[src/rtl/lfsr_rng.sv]
// Galois LFSR random-number generator with range-limited draws.
// Draws use rejection sampling and fall back to 0 after MAX_TRIES rejections.
module lfsr_rng #(
  parameter int               WIDTH        = 16,
  parameter int               OUT_W        = 9,
  parameter logic [WIDTH-1:0] TAPS         = 16'hB400,
  parameter logic [WIDTH-1:0] DEFAULT_SEED = 16'hACE1,
  parameter int               MAX_TRIES    = 16
) (
  input  logic             Clk,
  input  logic             reset,
  input  logic             enable,
  input  logic             seed_load,
  input  logic [WIDTH-1:0] seed,
  input  logic [OUT_W-1:0] limit,
  input  logic             req,
  output logic             busy,
  output logic             out_valid,
  output logic [OUT_W-1:0] out,
  output logic             out_fallback,
  output logic             seed_fix,
  output logic [WIDTH-1:0] state_out
);

  localparam int TRY_W = $clog2(MAX_TRIES + 1);

  // Handshake: req is sampled only in ST_IDLE; each accepted req produces exactly
  // one single-cycle out_valid (out/out_fallback qualified by it) unless a
  // seed_load or reset aborts the draw, in which case no out_valid is produced.
  typedef enum logic {
    ST_IDLE = 1'b0,
    ST_DRAW = 1'b1
  } fsm_t;

  fsm_t             fsm_q, fsm_d;
  logic [WIDTH-1:0] lfsr_q, lfsr_d;
  logic [TRY_W-1:0] try_q, try_d;
  logic [OUT_W-1:0] out_q, out_d;
  logic             out_valid_q, out_valid_d;
  logic             fallback_q, fallback_d;
  logic             seed_fix_q, seed_fix_d;

  logic [WIDTH-1:0] step_val;
  logic [OUT_W-1:0] candidate;
  logic             accept;
  logic [TRY_W-1:0] try_inc;

  // A computed zero state is replaced by DEFAULT_SEED so the LFSR can never lock up.
  function automatic logic [WIDTH-1:0] lfsr_step(input logic [WIDTH-1:0] s);
    logic [WIDTH-1:0] n;
    n = s >> 1;
    if (s[0]) n = n ^ TAPS;
    if (n == '0) n = DEFAULT_SEED;
    return n;
  endfunction

  always_comb begin
    step_val  = lfsr_step(lfsr_q);
    candidate = lfsr_q[OUT_W-1:0];
    accept    = (limit == '0) || (candidate < limit);
    try_inc   = try_q + TRY_W'(1);
  end

  always_comb begin
    fsm_d       = fsm_q;
    lfsr_d      = lfsr_q;
    try_d       = try_q;
    out_d       = out_q;
    fallback_d  = fallback_q;
    out_valid_d = 1'b0;
    seed_fix_d  = 1'b0;

    if (seed_load) begin
      lfsr_d     = (seed == '0) ? DEFAULT_SEED : seed;
      seed_fix_d = (seed == '0);
      fsm_d      = ST_IDLE;
      try_d      = '0;
    end else begin
      case (fsm_q)
        ST_IDLE: begin
          if (req) begin
            fsm_d = ST_DRAW;
            try_d = '0;
          end else if (enable) begin
            lfsr_d = step_val;
          end
        end
        ST_DRAW: begin
          lfsr_d = step_val;
          if (accept) begin
            out_d       = candidate;
            fallback_d  = 1'b0;
            out_valid_d = 1'b1;
            fsm_d       = ST_IDLE;
          end else if (try_inc == TRY_W'(MAX_TRIES)) begin
            out_d       = '0;
            fallback_d  = 1'b1;
            out_valid_d = 1'b1;
            fsm_d       = ST_IDLE;
            try_d       = try_inc;
          end else begin
            try_d = try_inc;
          end
        end
        default: fsm_d = ST_IDLE;
      endcase
    end
  end

  always_ff @(posedge Clk) begin
    if (reset) begin
      fsm_q       <= ST_IDLE;
      lfsr_q      <= DEFAULT_SEED;
      try_q       <= '0;
      out_q       <= '0;
      out_valid_q <= 1'b0;
      fallback_q  <= 1'b0;
      seed_fix_q  <= 1'b0;
    end else begin
      fsm_q       <= fsm_d;
      lfsr_q      <= lfsr_d;
      try_q       <= try_d;
      out_q       <= out_d;
      out_valid_q <= out_valid_d;
      fallback_q  <= fallback_d;
      seed_fix_q  <= seed_fix_d;
    end
  end

  assign busy         = (fsm_q == ST_DRAW);
  assign out_valid    = out_valid_q;
  assign out          = out_q;
  assign out_fallback = fallback_q;
  assign seed_fix     = seed_fix_q;
  assign state_out    = lfsr_q;

endmodule

[config.mk]
export PLATFORM = sky130hd
export DESIGN_NAME = lfsr_rng
export DESIGN_NICKNAME = d
export VERILOG_FILES = /design/src/rtl/lfsr_rng.sv
export SDC_FILE = /design/constraint.sdc
export NUM_CORES = 1
export LEC_CHECK = 0
export ABC_AREA = 0
export BUFFER_PORTS_ARGS = -buffer_cell sky130_fd_sc_hd__buf_2
export CORE_MARGIN = 4
export CORE_UTILIZATION = 50
export DETAILED_ROUTE_END_ITERATION = 12
export PLACE_DENSITY = 0.86
export REMOVE_ABC_BUFFERS = 1
export SLEW_MARGIN = 20
export SYNTH_ARGS = -nofsm -noshare
export SYNTH_HDL_FRONTEND = slang
export SYNTH_SLANG_ARGS = --single-unit
[constraint.sdc]
create_clock -name Clk -period 2.4 [get_ports Clk]
set_input_delay 0.36 -clock Clk [delete_from_list [all_inputs] [get_ports Clk]]
set_output_delay 0.36 -clock Clk [all_outputs]
set_load 0.05 [all_outputs]
* After elaboration in Yosys (flattened, before gate mapping) *
Cells that the tools add are included.
Widths: inputs -> output; s select.

word-level totals
  bits in latches = 0
  memories kept = 0
  ROM bits = 0
  bits in writable memories = 0
  flip-flop bits (word level) = 34
  output and inout bits = 29
  logic and storage cells = 48

operators by class
  $lt $le $gt $ge = 1
  $mul = 0
  mux-type cells = 20
  add/subtract/negate cells = 1
  bitwise logic cells = 3
  eq/ne operators = 5
  reductions and logical operators = 11
  divide/modulo/power cells = 0
  shifts and indexed selects = 0

operator list
  kind                 number
  $mux 16              6
  $logic_not 16->1     2
  $pmux 16 s2          1
  $mux 9               2
  $mux 5               2
  $pmux 5 s2           1
  $logic_not 9->1      1
  $lt 9x9->1           1
  $mux 1               7
  $ne 3x3->1 const B   2
  $add 5x1->5 const B  1
  $eq 5x5->1 const B   1
  $ne 2x2->1 const B   2
  $not 3->4            1
  $reduce_and 2->1     2
  $reduce_or 2->1      2
  $reduce_and 3->1     1
  $reduce_or 3->1      1
  $not 1->1            2
  $pmux 1 s2           1
  $reduce_bool 2->1    1
  $logic_or 1x1->1     1

* Depth between registers and ports, before layout *
  word-level depth = 8
  depth in mapped cells = 7

* Least setup slack after synthesis *
No wires, ideal clock.

  path type = register to register
  start = reg lfsr_q[4], in the netlist state_out[4]
  end = reg out_q[0], in the netlist out[0]
  required time = 2.273 ns
  slack = 0.191 ns
  library setup time = 0.127 ns
  clock period less this slack = 2.209 ns
  stages on the path, launching flop included = 7
  data arrival time = 2.082 ns
  cell sequence = dfxtp_1 -> ha_1 -> a211oi_1 -> o211a_1 -> o221ai_2 -> a21boi_2 -> o2bb2ai_1

between the ends
  cells in the longest elaborated chain, start to end = 4
  elaborated cells on any way between the ends = 5
  those cells by class = order compare (1); mux (1); reduce/logical (3)

RTL lines
  what                         line  text
  start: declaration           36    logic [WIDTH-1:0] lfsr_q, lfsr_d;
  start signal: assignment     121   lfsr_q <= lfsr_d;
  $lt 9x9->1 *                 60    accept = (limit == '0) || (candidate < limit);
  $logic_or 1x1->1 *           60
  $reduce_bool 2->1 (no line)  -
  $reduce_and 3->1 (no line)   -
  end signal: assignment       123   out_q <= out_d;
  end: declaration             38    logic [OUT_W-1:0] out_q, out_d;

Mark *: on every way between the ends. The rest lies on a longest branch, timed or not.
A chain may end at the register's enable or synchronous reset.

* Worst setup path in the final report *
  start = reg lfsr_q[8], in the netlist state_out[8]
  end = reg out_q[0], in the netlist out[0]

Same word-level chain as after synthesis.

==> results_dict.tcl <==
set metrics [dict create \
    status "completed" \
    synth_xor_area_frac 0.0238 \
    grt_pass1_wl_microns 7420 \
    layout_commonest_cell "sky130_fd_sc_hd__buf_2" \
    grt_pass1_vias 1602 \
    cts-buffers-inserted 5 \
    r2r_setup_slack_ps 390 \
    area_growth_pct 25.7 \
    route.detailed.vias_per_inst 5.81 \
    final_max_slew_viol_count 0 \
    fin_nets 309 \
    reg2regPathDepth 6 \
    ctsResizeCount 0 \
    placedInstanceArea_sq_um 2200 \
    average_size_of_a_mapped_cell_sq_um 8.83 \
    cts.hold.buffers_added 0 \
    maxcap_viol_count 0 \
    grt_setup_unrepaired "no" \
    vdd_drop_max_uv 318 \
    fp.coreArea_sq_um 3440 \
    power.leakage_nw 0.992 \
    synthFlopType "sky130_fd_sc_hd__dfxtp_1" \
    share_of_the_yosys_chip_area_belonging_to_registers 0.371 \
    detailedRoute.firstPassIterationCount 4 \
    antenna_cells_inserted 0 \
    gp_congestion 0.831 \
    cts-htree-levels 2 \
    routed_wire_length_per_instance_microns 15.2 \
    clock_tree.root_cell "sky130_fd_sc_hd__clkbuf_8" \
    route.vias.total 1835 \
    cts_buffer_depth 2 \
    final_period_minus_worst_setup_slack_ps 2010 \
    synth_simple_gate_area_share 0.202 \
    critical_path.reg2reg.startpoint "state_out[8]$_SDFFE_PP0P_" \
    cts.reportedPaths.clkPinSlew_ps 70 \
    dieWidth_microns 68.6 \
    syn-cell-area_sq_um 1840 \
    cp.arrival_ps 2170 \
    track_usage 0.211 \
    hold_path.startpoint "seed[15]" \
    worst-endpoint-required_ps 2570 \
    synth-compound-area-share 0.287 \
    drt_first_iter_violations 161 \
    worst_setup_path_start_kind "register" \
    std_cell_rows 21 \
    synthAdderAreaFrac 0.0613 \
    clock_sinks 34 \
    finalWirelength_microns 4820 \
    final_total_power_w 0.00153 \
    num_ports 59 \
    timing.setup.critical_path_class "reg -> reg" \
    worst_hold_path.endpoint "state_out[15]$_SDFFE_PP1P_" \
    drcViolationCount 0 \
    timing.final.hold_violations 0 \
    worst_slew_pin_slew_ps 509 \
    timing.fmax_mhz 498 \
    place_hpwl_microns 3570 \
    power_density_nw_per_um2 664 \
    ant_nets 0 \
    yosys-top-cells-area "sky130_fd_sc_hd__dfxtp_1, sky130_fd_sc_hd__ha_1, sky130_fd_sc_hd__o2bb2ai_1" \
    synth_top_area_cell "sky130_fd_sc_hd__dfxtp_1" \
    chipHeight_microns 68.6 \
    stdcell_area_sq_um 2310 \
    portBuffers 58 \
    number_of_antenna_violations_at_the_first_check_in_global_routing 0 \
    timing.rr.end "out[0]$_SDFFE_PP0P_" \
    relative_slew_slack 0.661 \
    initial_core_util 0.534 \
    crit_fanout 9 \
    setup_viol_count_final 0 \
    ys_types 44 \
    globalRoute.totalOverflow 0 \
    grt_max_degree 31 \
    synth-async-reset-ratio 0 \
    drive_above_1_share 0.330 \
    syn-instance-count 208 \
    layout_common_cells "sky130_fd_sc_hd__buf_2, sky130_fd_sc_hd__dfxtp_1, sky130_fd_sc_hd__nand2_1, sky130_fd_sc_hd__nor2_1, sky130_fd_sc_hd__a21oi_1" \
    synthDominantCellAreaShare 0.371 \
    hold_path.class "in -> reg" \
    postCtsSetupBuffers 0 \
    muxShareOfSynthArea 0.0109 \
    yosys_warnings 0 \
    cts_tree "yes" \
    synth-edff-count 0 \
    setup.worst_path.end_class "register" \
    floorplan.die_area_sq_um 4710 \
    min_delay_path_depth 3 \
    timing.clock.skew_ps 7.36 \
    largest_family_of_logic_cells_by_synthesized_area "compound AO/OA/AOI/OAI gates" \
    layout_worst_path_cycle_share 0.837 \
    synth-seq-cells 34 \
    clock_latency_ps 290 \
]
==> worst max path at each step <==
| stage | from | endpoint | slack [ps] |
|---|---|---|---|
| 3_3_place_gp | limit[4] | out[3]$_SDFFE_PP0P_ | 370 |
| 5_1_grt | state_out[8]$_SDFFE_PP0P_ | out[8]$_SDFFE_PP0P_ | 240 |
| 4_1_cts | state_out[8]$_SDFFE_PP0P_ | out[5]$_SDFFE_PP0P_ | 410 |
| 6_report | state_out[8]$_SDFFE_PP0P_ | out[0]$_SDFFE_PP0P_ | 390 |
| 3_5_place_dp | limit[4] | out[5]$_SDFFE_PP0P_ | 270 |
| 2_1_floorplan | busy$_SDFF_PP0_ | state_out[14]$_SDFFE_PP0P_ | -120 |
==> cell type report <==
type | count | area, sq um
fill | 295 | 1130
multi-input combinational | 154 | 1080
sequential | 34 | 681
timing repair buffer | 65 | 343
clock buffer | 6 | 82.6
tap | 46 | 57.6
inverter | 10 | 37.5
clock inverter | 1 | 30.0
==> critical path, cell delays in order (launching register included) <==
cell,delay [ps]
sky130_fd_sc_hd__dfxtp_1,370
sky130_fd_sc_hd__ha_1,310
sky130_fd_sc_hd__nand2_1,90
sky130_fd_sc_hd__a211o_1,310
sky130_fd_sc_hd__o221ai_2,390
sky130_fd_sc_hd__a21oi_2,220
sky130_fd_sc_hd__o2bb2ai_1,180
==> synthesized netlist by cell type (3+ instances only) <==
| master | count |
|---|---|
| sky130_fd_sc_hd__a221oi_1 | 5 |
| sky130_fd_sc_hd__a21oi_1 | 12 |
| sky130_fd_sc_hd__clkbuf_1 | 7 |
| sky130_fd_sc_hd__ha_1 | 9 |
| sky130_fd_sc_hd__xor2_1 | 4 |
| sky130_fd_sc_hd__inv_1 | 10 |
| sky130_fd_sc_hd__nor3_1 | 10 |
| sky130_fd_sc_hd__dfxtp_1 | 34 |
| sky130_fd_sc_hd__nand2b_1 | 11 |
| sky130_fd_sc_hd__a31oi_1 | 3 |
| sky130_fd_sc_hd__o22ai_1 | 9 |
| sky130_fd_sc_hd__o21ai_2 | 6 |
| sky130_fd_sc_hd__nor2_1 | 13 |
| sky130_fd_sc_hd__a211oi_1 | 6 |
| sky130_fd_sc_hd__nor4_1 | 5 |
| sky130_fd_sc_hd__o211ai_1 | 3 |
| sky130_fd_sc_hd__nand3_1 | 3 |
| sky130_fd_sc_hd__o2bb2ai_1 | 11 |
| sky130_fd_sc_hd__nand2_1 | 13 |
==> metal layers <==
metal / up-vias / share of wire / GRT usage
li1: 918 / - / -
met1: 847 / 0.45 / 0.261
met2: 62 / 0.47 / 0.337
met3: 8 / 0.063 / 0.0665
met4: 0 / 0.011 / 0.0868
met5: - / 0 / 0
==> sequential cells by signal, summed over array words and instances (netlist names) <==
name / cells
state_out: 16
out: 9
try_q: 5
busy: 1
out_fallback: 1
out_valid: 1
seed_fix: 1
==> through the flow <==
| step | setup WS, ps | cells | setup TNS (ps) | hold slack [ps] | utilization |
|---|---|---|---|---|---|
| 4_1_cts | 410 | 316 | 0 | 341 | 0.671 |
| 3_3_place_gp | 367 | 309 | 0 | 452 | 0.638 |
| 2_1_floorplan | -119 | 198 | -1470 | 433 | - |
| 5_1_grt | 238 | 316 | 0 | 358 | 0.671 |
| 3_5_place_dp | 270 | 309 | 0 | 455 | 0.638 |
| 6_report | 392 | 316 | 0 | 354 | 0.671 |
==> cells by family after synthesis <==
group,Yosys count
buffers and inverters,20
AOI/OAI and AO/OA,70
xor gates and xnor gates,5
adders and majority gates,9
and+or+nand+nor,68
muxes,2
DFF,34
==> power breakdown <==
part | total [W] | leakage, nW | switching [W] | internal (W)
clock | 0.000535 | 0.0573 | 0.000202 | 0.000332
sequential | 0.000627 | 0.279 | 0.0000322 | 0.000594
combinational | 0.000372 | 0.656 | 0.000250 | 0.000122
total | 0.00153 | 0.992 | 0.000485 | 0.00105
No activity file was read; power rests on OpenSTA's default activity.
